<file path="src/rtl/int_ctrl_pkg.sv">
// Shared constants and helpers for the interrupt controller: register map,
// CTRL bit layout, vector width and small mask/word builders.
package int_ctrl_pkg;

    localparam logic [1:0] ADDR_CTRL  = 2'b00;
    localparam logic [1:0] ADDR_EN    = 2'b01;
    localparam logic [1:0] ADDR_FLAG  = 2'b10;
    localparam logic [1:0] ADDR_SWSET = 2'b11;

    localparam int CTRL_GIE       = 0;
    localparam int CTRL_INSVC     = 1;
    localparam int CTRL_SVCVEC_LO = 4;
    localparam int CTRL_SVCVEC_HI = 6;

    localparam int VEC_W   = 3;
    localparam int MAX_SRC = 8;

    typedef logic [VEC_W-1:0]   intVec_t;
    typedef logic [MAX_SRC-1:0] srcVec_t;

    // Bits below numSrc are implemented; the rest stay 0.
    function automatic srcVec_t srcMask(input int numSrc);
        srcVec_t m;
        m = 8'h00;
        for (int i = 0; i < MAX_SRC; i++) begin
            if (i < numSrc) begin
                m[i] = 1'b1;
            end else begin
                m[i] = 1'b0;
            end
        end
        return m;
    endfunction

    function automatic srcVec_t vecOneHot(input intVec_t v);
        srcVec_t m;
        m    = 8'h00;
        m[v] = 1'b1;
        return m;
    endfunction

    function automatic logic [15:0] ctrlWord(input logic gie, input logic insvc,
                                             input intVec_t svcVec);
        logic [15:0] w;
        w = 16'h0000;
        w[CTRL_GIE]                       = gie;
        w[CTRL_INSVC]                     = insvc;
        w[CTRL_SVCVEC_HI:CTRL_SVCVEC_LO]  = svcVec;
        return w;
    endfunction

endpackage

</file>
<file path="src/rtl/int_ctrl_prio_enc.sv">
// Fixed-priority encoder: reports the lowest set index of an 8-bit request
// vector and whether any bit is set.
module int_prio_enc
    import int_ctrl_pkg::*;
(
    input  logic [7:0]       req,
    output logic [VEC_W-1:0] vec,
    output logic             any
);

    // Index 0 has the highest priority; an empty vector encodes as 0.
    always_comb begin
        any = |req;
        casez (req)
            8'b???????1: vec = 3'd0;
            8'b??????10: vec = 3'd1;
            8'b?????100: vec = 3'd2;
            8'b????1000: vec = 3'd3;
            8'b???10000: vec = 3'd4;
            8'b??100000: vec = 3'd5;
            8'b?1000000: vec = 3'd6;
            8'b10000000: vec = 3'd7;
            default:     vec = 3'd0;
        endcase
    end

endmodule

</file>
<file path="src/rtl/int_ctrl.sv">
// Memory-mapped interrupt controller: edge-latched flags, enable mask,
// fixed-priority arbitration and an ack/done service handshake.
module int_ctrl
    import int_ctrl_pkg::*;
#(
    parameter int NUM_SRC = 8
) (
    input  logic               i_clk,
    input  logic               i_rstn,
    input  logic [1:0]         i_memAddr,
    input  logic [15:0]        i_memDataIn,
    input  logic               i_memWrEn,
    output logic [15:0]        o_memDataOut,
    input  logic [NUM_SRC-1:0] i_intSrc,
    input  logic               i_intAck,
    input  logic               i_intDone,
    output logic               o_intReq,
    output logic [VEC_W-1:0]   o_intVec,
    output logic               o_wake
);

    localparam srcVec_t IMPL_MASK = srcMask(NUM_SRC);

    logic    gie_r;
    logic    insvc_r;
    intVec_t svcVec_r;
    srcVec_t en_r;
    srcVec_t flags_r;
    srcVec_t prev_r;
    logic    intReq_r;
    intVec_t intVec_r;

    srcVec_t srcPad_s;
    srcVec_t wrByte_s;
    srcVec_t setVec_s;
    srcVec_t clrVec_s;
    logic    wrCtrl_s;
    logic    wrEn_s;
    logic    wrFlag_s;
    logic    wrSwset_s;
    logic    ackTake_s;
    logic    gieNext_s;
    logic    insvcNext_s;
    intVec_t svcVecNext_s;
    srcVec_t enNext_s;
    srcVec_t flagsNext_s;
    srcVec_t pendingNext_s;
    intVec_t vecNext_s;
    logic    anyNext_s;
    srcVec_t pending_s;
    logic    unusedDin_s;

    if (NUM_SRC < MAX_SRC) begin : gPad
        assign srcPad_s = {{(MAX_SRC-NUM_SRC){1'b0}}, i_intSrc};
    end else begin : gFull
        assign srcPad_s = i_intSrc;
    end

    assign unusedDin_s = ^i_memDataIn[15:8];
    assign pending_s   = flags_r & en_r;

    // Next-state of every register; flag sets win over clears on the same bit.
    always_comb begin
        wrCtrl_s     = i_memWrEn && (i_memAddr == ADDR_CTRL);
        wrEn_s       = i_memWrEn && (i_memAddr == ADDR_EN);
        wrFlag_s     = i_memWrEn && (i_memAddr == ADDR_FLAG);
        wrSwset_s    = i_memWrEn && (i_memAddr == ADDR_SWSET);
        wrByte_s     = i_memDataIn[7:0] & IMPL_MASK;
        ackTake_s    = i_intAck && intReq_r;

        if (wrCtrl_s) begin
            gieNext_s = i_memDataIn[CTRL_GIE];
        end else begin
            gieNext_s = gie_r;
        end

        if (wrEn_s) begin
            enNext_s = wrByte_s;
        end else begin
            enNext_s = en_r;
        end

        setVec_s = srcPad_s & ~prev_r;
        if (wrSwset_s) begin
            setVec_s = setVec_s | wrByte_s;
        end else begin
            setVec_s = setVec_s;
        end

        clrVec_s = 8'h00;
        if (wrFlag_s) begin
            clrVec_s = clrVec_s | wrByte_s;
        end else begin
            clrVec_s = clrVec_s;
        end
        if (ackTake_s) begin
            clrVec_s = clrVec_s | vecOneHot(intVec_r);
        end else begin
            clrVec_s = clrVec_s;
        end

        flagsNext_s = ((flags_r & ~clrVec_s) | setVec_s) & IMPL_MASK;

        // Ack outranks a same-cycle done, so service stays active.
        if (ackTake_s) begin
            insvcNext_s  = 1'b1;
            svcVecNext_s = intVec_r;
        end else if (i_intDone) begin
            insvcNext_s  = 1'b0;
            svcVecNext_s = svcVec_r;
        end else begin
            insvcNext_s  = insvc_r;
            svcVecNext_s = svcVec_r;
        end

        pendingNext_s = flagsNext_s & enNext_s;
    end

    int_prio_enc uPrioEnc (
        .req (pendingNext_s),
        .vec (vecNext_s),
        .any (anyNext_s)
    );

    // Controller state plus request outputs, registered from next-state so
    // they track the flags with no extra cycle of latency.
    always_ff @(posedge i_clk) begin
        if (!i_rstn) begin
            gie_r    <= 1'b0;
            insvc_r  <= 1'b0;
            svcVec_r <= 3'd0;
            en_r     <= 8'h00;
            flags_r  <= 8'h00;
            prev_r   <= 8'h00;
            intReq_r <= 1'b0;
            intVec_r <= 3'd0;
        end else begin
            gie_r    <= gieNext_s;
            insvc_r  <= insvcNext_s;
            svcVec_r <= svcVecNext_s;
            en_r     <= enNext_s;
            flags_r  <= flagsNext_s;
            prev_r   <= srcPad_s;
            intReq_r <= gieNext_s & ~insvcNext_s & anyNext_s;
            intVec_r <= vecNext_s;
        end
    end

    // Register read mux.
    always_comb begin
        case (i_memAddr)
            ADDR_CTRL:  o_memDataOut = ctrlWord(gie_r, insvc_r, svcVec_r);
            ADDR_EN:    o_memDataOut = {8'h00, en_r};
            ADDR_FLAG:  o_memDataOut = {8'h00, flags_r};
            ADDR_SWSET: o_memDataOut = {8'h00, pending_s};
            default:    o_memDataOut = 16'h0000;
        endcase
    end

    assign o_intReq = intReq_r;
    assign o_intVec = intVec_r;
    assign o_wake   = intReq_r;

endmodule

</file>
<file path="config.mk">
export PLATFORM = sky130hd
export DESIGN_NAME = int_ctrl
export DESIGN_NICKNAME = d
export VERILOG_FILES = /design/src/rtl/int_ctrl_pkg.sv /design/src/rtl/int_ctrl_prio_enc.sv /design/src/rtl/int_ctrl.sv
export SDC_FILE = /design/constraint.sdc
export NUM_CORES = 1
export LEC_CHECK = 0
export CORE_ASPECT_RATIO = 1.25
export CORE_MARGIN = 5
export CORE_UTILIZATION = 45
export CTS_BUF_LIST = sky130_fd_sc_hd__clkbuf_4 sky130_fd_sc_hd__clkbuf_8 sky130_fd_sc_hd__clkbuf_16
export DETAILED_ROUTE_END_ITERATION = 7
export PLACE_DENSITY = 0.77
export SETUP_SLACK_MARGIN = 0.15
export SYNTH_ARGS = -nofsm -noshare
export SYNTH_HDL_FRONTEND = slang
export SYNTH_SLANG_ARGS = --single-unit
</file>
<file path="constraint.sdc">
create_clock -name i_clk -period 2.18 [get_ports i_clk]
set_input_delay 0.327 -clock i_clk [delete_from_list [all_inputs] [get_ports i_clk]]
set_output_delay 0.327 -clock i_clk [all_outputs]
set_load 0.005 [all_outputs]
</file>
-- After elaboration in Yosys (flattened, before gate mapping)
Index checks and enable logic that the tools add are counted.
W data, S select, Z words.
- $lt $le $gt $ge: 2
- bitwise operators: 12
- eq/ne operators: 10
- multiplexer cells: 11
- reduce and logical (&&, ||, !) cells: 8
- operators by type and width (cell ; number):
    $pmux W16 S4 ; 1
    $and A8 B8 Y8 ; 4
    $mux W8 ; 4
    $or A8 B8 Y8 ; 3
    $pmux W3 S7 ; 1
    $not A8 Y8 ; 2
    $eq A8 B8 Y1 const B ; 1
    $reduce_or A8 Y1 ; 1
    $eq A7 B7 Y1 const B ; 1
    $eq A2 B2 Y1 const B ; 3
    $eq A6 B6 Y1 const B ; 1
    $logic_and A1 B1 Y1 ; 6
    $eq A5 B5 Y1 const B ; 1
    $eq A4 B4 Y1 const B ; 1
    $lt A3 B4 Y1 const B ; 1
    $mux W1 ; 4
    $demux W1 S3 ; 1
    $eq A3 B3 Y1 const B ; 1
    $ge A3 B1 Y1 const B ; 1
    $and A1 B1 Y1 ; 2
    $eq A2 B1 Y1 const B ; 1
    $logic_not A2 Y1 ; 1
    $not A1 Y1 ; 1
- register bits: 33
- output and inout bits: 21
- input bits: 31

-- Depth between registers and ports, before layout
Gate-level depths: netlist of run 1.
- word-level depth: 12
- mapped depth: 7
- gate-level depth less buffers: 6

-- Hierarchy
Synthesis of run 1 repeated with hierarchy kept, for this count alone.
- cell total of the unflattened synthesis: 188
- area total of the unflattened synthesis: 1622.8 um^2
- by module, submodules not included (module ; instances ; cells each ; area an instance (um^2)):
    int_ctrl ; 1 ; 175 ; 1541.5
    int_prio_enc ; 1 ; 13 ; 81.3

-- Worst setup path before layout of run 1
OpenSTA, ideal clock, no wires.
- kind: register to register
- start point: reg intReq_r (netlist: o_intReq)
- end point: reg intVec_r[2] (netlist: o_intVec[2])
- arrival time: 1.501 ns
- stages on the path, launching flop included: 6
- setup time: 0.080 ns
- data required time: 2.100 ns
- setup slack: 0.599 ns
- cells stage by stage: dfxtp_1 > and3b_1 > a32oi_1 > a222oi_1 > o221a_2 > nor3b_1
- longest elaborated chain between the ends: 8
- elaborated cells between the ends (all ways): 14
- those cells by class: 7 x eq/ne; 2 x mux; 4 x bitwise; 1 x reduce/logical
- ends and longest elaborated chain (what ; RTL line ; text):
    from (decl) ; int_ctrl.sv:30 ; logic intReq_r;
    from (signal assigned) ; int_ctrl.sv:144 ; intReq_r <= gieNext_s & ~insvcNext_s & anyNext_s;
    $logic_and A1 B1 Y1 * ; int_ctrl.sv:69 ; ackTake_s = i_intAck && intReq_r;
    $mux W8 * ; int_ctrl.sv:96 ; if (ackTake_s) begin
    $not A8 Y8 * ; int_ctrl.sv:102 ; flagsNext_s = ((flags_r & ~clrVec_s) | setVec_s) & IMPL_MASK;
    $and A8 B8 Y8 * ; int_ctrl.sv:102 ;
    $or A8 B8 Y8 * ; int_ctrl.sv:102 ;
    $and A8 B8 Y8 * ; int_ctrl.sv:116 ; pendingNext_s = flagsNext_s & enNext_s;
    $eq A8 B8 Y1, or another cell as far along ; int_ctrl_prio_enc.sv:14 ; casez (req)
    $pmux W3 S7 * ; int_ctrl_prio_enc.sv:14 ;
    to (signal assigned) ; int_ctrl.sv:145 ; intVec_r <= vecNext_s;
    to (decl) ; int_ctrl.sv:31 ; intVec_t intVec_r;
Mark *: on every way between the ends. The rest lies on a longest branch, timed or not.
A chain may end at the register's enable or synchronous reset.

-- Worst setup path after layout of run 1
- start point: in i_intAck
- end point: reg intReq_r (netlist: o_intReq)
- longest elaborated chain between the ends: 8
- elaborated cells between the ends (all ways): 11
- those cells by class: 2 x mux; 7 x bitwise; 2 x reduce/logical
- ends and longest elaborated chain (what ; RTL line ; text):
    from (decl) ; int_ctrl.sv:15 ; input logic i_intAck,
    $logic_and A1 B1 Y1 * ; int_ctrl.sv:69 ;
    $mux W8 ; int_ctrl.sv:96 ;
    $not A8 Y8 ; int_ctrl.sv:102 ;
    $and A8 B8 Y8 ; int_ctrl.sv:102 ;
    $or A8 B8 Y8 ; int_ctrl.sv:102 ;
    $and A8 B8 Y8 ; int_ctrl.sv:116 ;
    $reduce_or A8 Y1 ; int_ctrl_prio_enc.sv:13 ; any = |req;
    $and A1 B1 Y1 * ; int_ctrl.sv:144 ;
Marks and branches as above.

==> results.md, run 1 <==
- Number of buffers added for setup after CTS: 0
- Initial antenna violation count: 0
- Reg2reg setup slack: 300 ps
- Placement row count: 24
- GRT Resource Usage Total: 18.1%
- Class of the most critical hold timing path: register to register
- Starting density of the core: 45.8%
- Worst VDD drop: 0.541 mV
- Sequential area share after synthesis: 42.1%
- Wire length of the first global-routing pass: 6830 um
- Clock edge transition at the registers on the reported setup and hold paths: 60 ps
- Via count of the first global-routing pass: 1,501
- Depth of the CTS H-tree: 2
- Die Y-Extent: 76.0 um
- Length of the first detailed-routing pass in iterations: 4
- Antenna cell count: 0
- Primary FF master, synth: sky130_fd_sc_hd__dfxtp_1
- Area of the core region: 3420 um2
- Congestion Overflow GR: 0
- Post-detail-place hpwl: 3240 um
- P&R area growth vs syn: 42.1%
- Via-per-instance ratio: 5.37
- NumNets Final: 279
- Post-Syn Area: 1570 um2
- Max-slew violations: 0
- Chip Width: 62.8 um
- Maximum number of pins on one net before global-route repair: 15
- Gpl congestion: 0.909
- Number of routed nets with antenna violations: 0
- Kind of launch point of the worst setup path: input port
- Post-detailed-routing wire length: 4300 um
- Port buffer count: 35
- Clock insertion delay at the later pin of the skew report: 290 ps
- Critical setup path kind: input port to register
- Most common cell after layout, fill and taps aside: sky130_fd_sc_hd__dfxtp_1
- Final cell count without fillers: 287
- Worst endpoint required time: 2370 ps
- Detailed-route wire length per cell: 15.0 um
- Average cell area after synthesis: 8.53 um2
- Fraction of final layout cells with drive strength greater than 1: 19.8%
- Power, Total: 1410 uW
- Run status: completed
- Hold buffers post-CTS: 0
- Maximum achievable frequency: 0.499 GHz
- Leading cell types in the layout, fill and taps excluded: 33 x sky130_fd_sc_hd__dfxtp_1, 32 x sky130_fd_sc_hd__clkdlybuf4s50_1, 29 x sky130_fd_sc_hd__nor2_1
- Number of violations reported at the end of detailed-routing iteration 0: 96
- Worst hold margin: 454 ps
- Post-synthesis async set-or-reset flop share: 0%
- Count of different cell masters after synthesis: 35
- Die Footprint: 4780 um2
- I/O pin cnt: 52
- Accumulated negative setup slack: 0 ps
- Number of remaining DRC errors: 0
- EDFF count, synth: 0
- Number of vias after detailed routing: 1,540
- TritonCTS buffer count: 5
- Worst Skew: 3.62 ps
- Ys Warns: 0
- Sinks on the clock net: 33
- Clock tree from TritonCTS: yes
- Cell area power density: 634 nW/um2
- Instance count after placement with tap cells included: 280
- Number of max-capacitance violations reported: 0
- Nature of the critical path endpoint: register
- Number of hold violations in the final report: 0
- Buffer depth of the longest clock path: 2
- Unrepaired setup endpoints after global routing: false
- Final critical delay including setup and external delays: 2000 ps
- Cell chosen for the clock root: sky130_fd_sc_hd__clkbuf_8
- Arrival time worst endpoint: 2200 ps
- Static Leakage: 0.000987 uW
- Number of synthesized register bits: 33
- Number of standard cells after synthesis: 184
- Fraction of the cycle the final worst path needs: 92.0%
- Setup violation total in the final timing report: 0
- Worst Path Max Fanout: 3
==> flip-flops by register name, indices dropped and copies added, names as in the netlist <==
signal,flops
prev_r,8
gie_r,1
flags_r,8
en_r,8
o_intVec,3
insvc_r,1
svcVec_r,3
o_intReq,1
==> cells by family after synthesis <==
family / Yosys count / synth area share [%]
and+or+nand+nor: 66 / 21.2
AOI/OAI and AO/OA: 48 / 21.8
DFF: 33 / 42.1
buffers and inverters: 27 / 8.93
muxes: 9 / 5.74
other: 1 / 0.239
==> metal layers <==
metal / up-vias / wire length (um) / global-route usage (%)
met4: 0 / 36 / 7.64
met3: 6 / 271 / 5.01
met5: - / 0 / 0
li1: 752 / - / -
met1: 734 / 1740 / 20.6
met2: 48 / 2240 / 31.2
==> cells in the mapped netlist, drive strengths merged (2+ instances only) <==
cell type,n,area (um2)
o22ai,8,50.1
and3b,2,21.3
clkinv,2,7.51
inv,12,45.0
a21oi,21,124
nor2,29,109
mux2i,9,90.1
nor2b,8,50.1
clkbuf,2,7.51
nand3,3,15.0
dfxtp,33,661
o21ai,3,15.0
a211oi,2,15.0
o221ai,3,26.3
buf,11,80.1
and2,8,50.1
nand3b,3,22.5
nand2b,2,12.5
nand2,7,26.3
a221o,4,40.0
and3,2,12.5
==> cell type report <==
cell class	instances	area, um2
clock buffer	7	90.1
fill	309	1190
inverter	14	52.6
multi-input combinational	131	821
sequential	33	661
tap	39	48.8
timing repair buffer	63	557
==> power breakdown <==
| group | switching [uW] | total, uW | internal, uW | leakage, uW |
|---|---|---|---|---|
| Clock | 216 | 478 | 263 | 0.0000477 |
| Sequential | 22.6 | 658 | 635 | 0.000272 |
| Combinational | 124 | 278 | 154 | 0.000668 |
==> final timing paths <==
check	from	endpoint	depth (start not counted)
max reg2reg	o_intReq	o_intReq	6
max	i_intAck	o_intReq	7
min reg2reg	svcVec_r[1]	svcVec_r[1]	2
min	svcVec_r[1]	svcVec_r[1]	2
==> stage by stage <==
stage	utilization [%]	area [um2]	worst slack [ps]
final	65.1	2230	175
after global routing	65.1	2230	128
after CTS	64.8	2220	163
after detailed placement	61.8	2120	-128
after global placement	61.8	2120	-110
after floorplan	-	1600	599
==> critical path: stages <==
cell and delay (ps):
sky130_fd_sc_hd__clkdlybuf4s50_1 470, sky130_fd_sc_hd__and3b_1 260, sky130_fd_sc_hd__a221o_1 370, sky130_fd_sc_hd__a21oi_2 200, sky130_fd_sc_hd__nor4_1 70, sky130_fd_sc_hd__buf_4 150, sky130_fd_sc_hd__a2111oi_4 340
==> what timing repair did <==
action,4_1_cts,5_1_grt
endpoints found under the setup margin,9,11
pin swaps,0,1
resized for setup,4,6
Power figures use the tool's default switching activity.
==> run 2: changes to the inputs <==
--- a/config.mk
+++ b/config.mk
@@ -5,6 +5,7 @@
 export SDC_FILE = /design/constraint.sdc
 export NUM_CORES = 1
 export LEC_CHECK = 0
+export CAP_MARGIN = 20
 export CORE_ASPECT_RATIO = 1.25
 export CORE_MARGIN = 5
 export CORE_UTILIZATION = 45
==> results of run 2 <==
No change in the layout: final DEF, timing and power equal those of run 1.
==> run 3: changes to the inputs <==
--- a/config.mk
+++ b/config.mk
@@ -5,10 +5,11 @@
 export SDC_FILE = /design/constraint.sdc
 export NUM_CORES = 1
 export LEC_CHECK = 0
+export ABC_AREA = 1
 export CAP_MARGIN = 20
 export CORE_ASPECT_RATIO = 1.25
 export CORE_MARGIN = 5
-export CORE_UTILIZATION = 45
+export CORE_UTILIZATION = 46
 export CTS_BUF_LIST = sky130_fd_sc_hd__clkbuf_4 sky130_fd_sc_hd__clkbuf_8 sky130_fd_sc_hd__clkbuf_16
 export DETAILED_ROUTE_END_ITERATION = 7
 export PLACE_DENSITY = 0.77
==> results.md, run 3 <==
- Leading post-synthesis cells by instance count: 56 x sky130_fd_sc_hd__nand2_1, 48 x sky130_fd_sc_hd__inv_1, 33 x sky130_fd_sc_hd__dfxtp_1
- Critical setup path kind: input port to output port
- Final critical delay including setup and external delays: 1920 ps
- Cell count of the worst reg-to-reg path: 11
- Startpoint of the lowest-slack hold path: svcVec_r[0]
- Worst VDD drop: 0.670 mV
- Internal power of the cells: 1020 uW
- Number of vias after detailed routing: 1,649
- Length of the first detailed-routing pass in iterations: 4
- Nature of the critical path endpoint: output port
- Number of buffers added for setup after CTS: 0
- Setup crit end: o_memDataOut[5]
- Portion of total power attributed to combinational logic: 18.5%
- Post-Syn Area: 1720 um2
- Average cell area after synthesis: 6.72 um2
- Clock share of power: 34.3%
- Family with the most delay on the worst path: buffers and inverters
- Gpl congestion: 0.854
- Crit. Startpoint: i_memAddr[1]
- Sinks on the clock net: 33
- Most repeated cell in the gate-level netlist after synthesis: sky130_fd_sc_hd__nand2_1
- Reg2reg setup slack: 580 ps
- Chip Width: 64.7 um
- Portion of total power attributed to sequential cells: 47.2%
- Hold buffers post-CTS: 0
- Fraction of the cycle the final worst path needs: 88.1%
- Arrival time worst endpoint: 1590 ps
- Post-detail-place hpwl: 3120 um
- Static Leakage: 0.00102 uW
- Number of hold violations in the final report: 0
- Clock edge transition at the registers on the reported setup and hold paths: 70 ps
- Wire length of the first global-routing pass: 6570 um
- P&R area growth vs syn: 28.7%
- Ranking of synthesized cells by area: sky130_fd_sc_hd__dfxtp_1 38%, sky130_fd_sc_hd__nand2_1 12%, sky130_fd_sc_hd__inv_1 10%
- Post-synthesis async set-or-reset flop share: 0%
- # resized after CTS: 10
- Post-detailed-routing wire length: 4050 um
- Congestion Overflow GR: 0
- CP max stage cell: sky130_fd_sc_hd__clkdlybuf4s50_1
- Area fraction of the dominant cell type after synthesis: 38.4%
- Detailed-route wire length per cell: 12.0 um
- Leading cell types in the layout, fill and taps excluded: 56 x sky130_fd_sc_hd__nand2_1, 46 x sky130_fd_sc_hd__inv_1, 33 x sky130_fd_sc_hd__dfxtp_1
- Number of synthesized register bits: 33
- Maximum number of pins on one net before global-route repair: 23
- Worst reg2reg startpoint: o_intReq
- Die Footprint: 5070 um2
- NumNets Final: 331
- Number of buffers and inverters on the critical path: 3
- Antenna cell count: 0
- TritonCTS buffer count: 5
- Class of the most critical hold timing path: register to register
- Clock insertion delay at the later pin of the skew report: 290 ps
- Library cell with the largest summed area after synthesis: sky130_fd_sc_hd__dfxtp_1
- Maximum achievable frequency: 0.521 GHz
- Number of violations reported at the end of detailed-routing iteration 0: 101
- Port buffer count: 35
- Leading registers by flop count: en_r: 8 flops, flags_r: 8 flops, prev_r: 8 flops
- Setup violation total in the final timing report: 0
- Cell area power density: 625 nW/um2
- Switching pwr: 364 uW
- Number of routed nets with antenna violations: 0
- Via count of the first global-routing pass: 1,409
- CP cell instances: dlygate4sd2_1 > nor2_2 > buf_6 > nand2_1 > o21ai_0 > clkdlybuf4s50_1
- Levels on crit path: 6
- Worst Skew: 4.95 ps
- Buffer depth of the longest clock path: 2
- Number of remaining DRC errors: 0
- Via-per-instance ratio: 4.86
- Die Y-Extent: 78.4 um
- Kind of launch point of the worst setup path: input port
- Most common cell after layout, fill and taps aside: sky130_fd_sc_hd__nand2_1
- Fraction of final layout cells with drive strength greater than 1: 13.7%
- Sw Ratio: 26.3%
- Run status: completed
- Starting density of the core: 48.6%
- Placement row count: 24
- Primary FF master, synth: sky130_fd_sc_hd__dfxtp_1
- Area of the core region: 3540 um2
- Initial antenna violation count: 0
- EDFF count, synth: 0
- Depth of the CTS H-tree: 2
- Clock tree from TritonCTS: yes
- Number of standard cells after synthesis: 256
- I/O pin cnt: 52
- Count of different cell masters after synthesis: 25
- CP max stage delay: 540 ps
- Worst Path Max Fanout: 8
- Number of max-capacitance violations reported: 0
- Cell chosen for the clock root: sky130_fd_sc_hd__clkbuf_8
- Placed instance area: 2110 um2
- Capture instance of the worst register-to-register path: o_intReq
- Worst endpoint required time: 1850 ps
- Unrepaired setup endpoints after global routing: false
- Ys Warns: 0
- Sequential area share after synthesis: 38.4%
- GRT Resource Usage Total: 17.0%
- Final standard cell area without fillers: 2210 um2
- Max-slew violations: 0
- Power, Total: 1380 uW
-- run 3: kinds of logic after synthesis --
group / count (synthesis) / synth area share (%)
compound gates: 41 / 14.3
buf+inv: 64 / 16.4
flops: 33 / 38.4
other cells: 1 / 0.218
simple gates: 117 / 30.6
-- run 3: final cells by class --
type / count / area, um2
Multi-Input combinational cell: 166 / 813
Sequential cell: 33 / 661
Inverter: 51 / 191
Fill cell: 335 / 1330
Timing Repair Buffer: 43 / 410
Tap cell: 39 / 48.8
Clock buffer: 7 / 90.1
-- run 3: metrics by stage --
stage / TNS, ps / hold WS (ps) / setup slack [ps] / cells / utilization [%]
global placement: -141 / 464 / -62.1 / 332 / 59.7
global route: 0 / 514 / 181 / 339 / 62.5
detailed placement: -186 / 471 / -62.8 / 332 / 59.7
finish: 0 / 477 / 259 / 339 / 62.5
floorplan: 0 / 420 / 763 / 263 / -
CTS: 0 / 481 / 257 / 339 / 62.5
-- run 3: power by group through the flow --
stage / clock, uW / sequential [uW] / combinational [uW]
3_5_place_dp: 0 / 666 / 256
6_report: 474 / 653 / 257
4_1_cts: 483 / 653 / 258
3_3_place_gp: 0 / 666 / 252
5_1_grt: 511 / 657 / 288
2_1_floorplan: 0 / 662 / 148
-- run 3: worst min-delay path by stage --
stage / end / depth (start not counted) / slack, ps
2_1_floorplan: prev_r[0] / 2 / 420
3_3_place_gp: svcVec_r[2] / 2 / 460
3_5_place_dp: svcVec_r[0] / 2 / 470
4_1_cts: svcVec_r[0] / 2 / 480
5_1_grt: svcVec_r[0] / 2 / 510
6_report: svcVec_r[0] / 2 / 480
-- run 3: per-layer routing --
layer  vias to the layer above  wire length (um)  global-route usage, %
met5                         -                 0                      0
met1                       737              1800                   21.8
met3                         4               248                   4.00
met2                        43              1930                   26.5
met4                         0                78                   8.25
li1                        865                 -                      -
-- run 3: worst reg2reg max path: stages (launching register included) --
cell	delay (ps)
sky130_fd_sc_hd__dfxtp_1	340
sky130_fd_sc_hd__nand2_1	110
sky130_fd_sc_hd__nor2_1	240
sky130_fd_sc_hd__nand3_1	150
sky130_fd_sc_hd__nand3_1	110
sky130_fd_sc_hd__nand2_1	70
sky130_fd_sc_hd__nand2_1	80
sky130_fd_sc_hd__nand2_2	60
sky130_fd_sc_hd__inv_1	60
sky130_fd_sc_hd__nand2_2	50
sky130_fd_sc_hd__nor2_1	150
sky130_fd_sc_hd__nor3_2	50
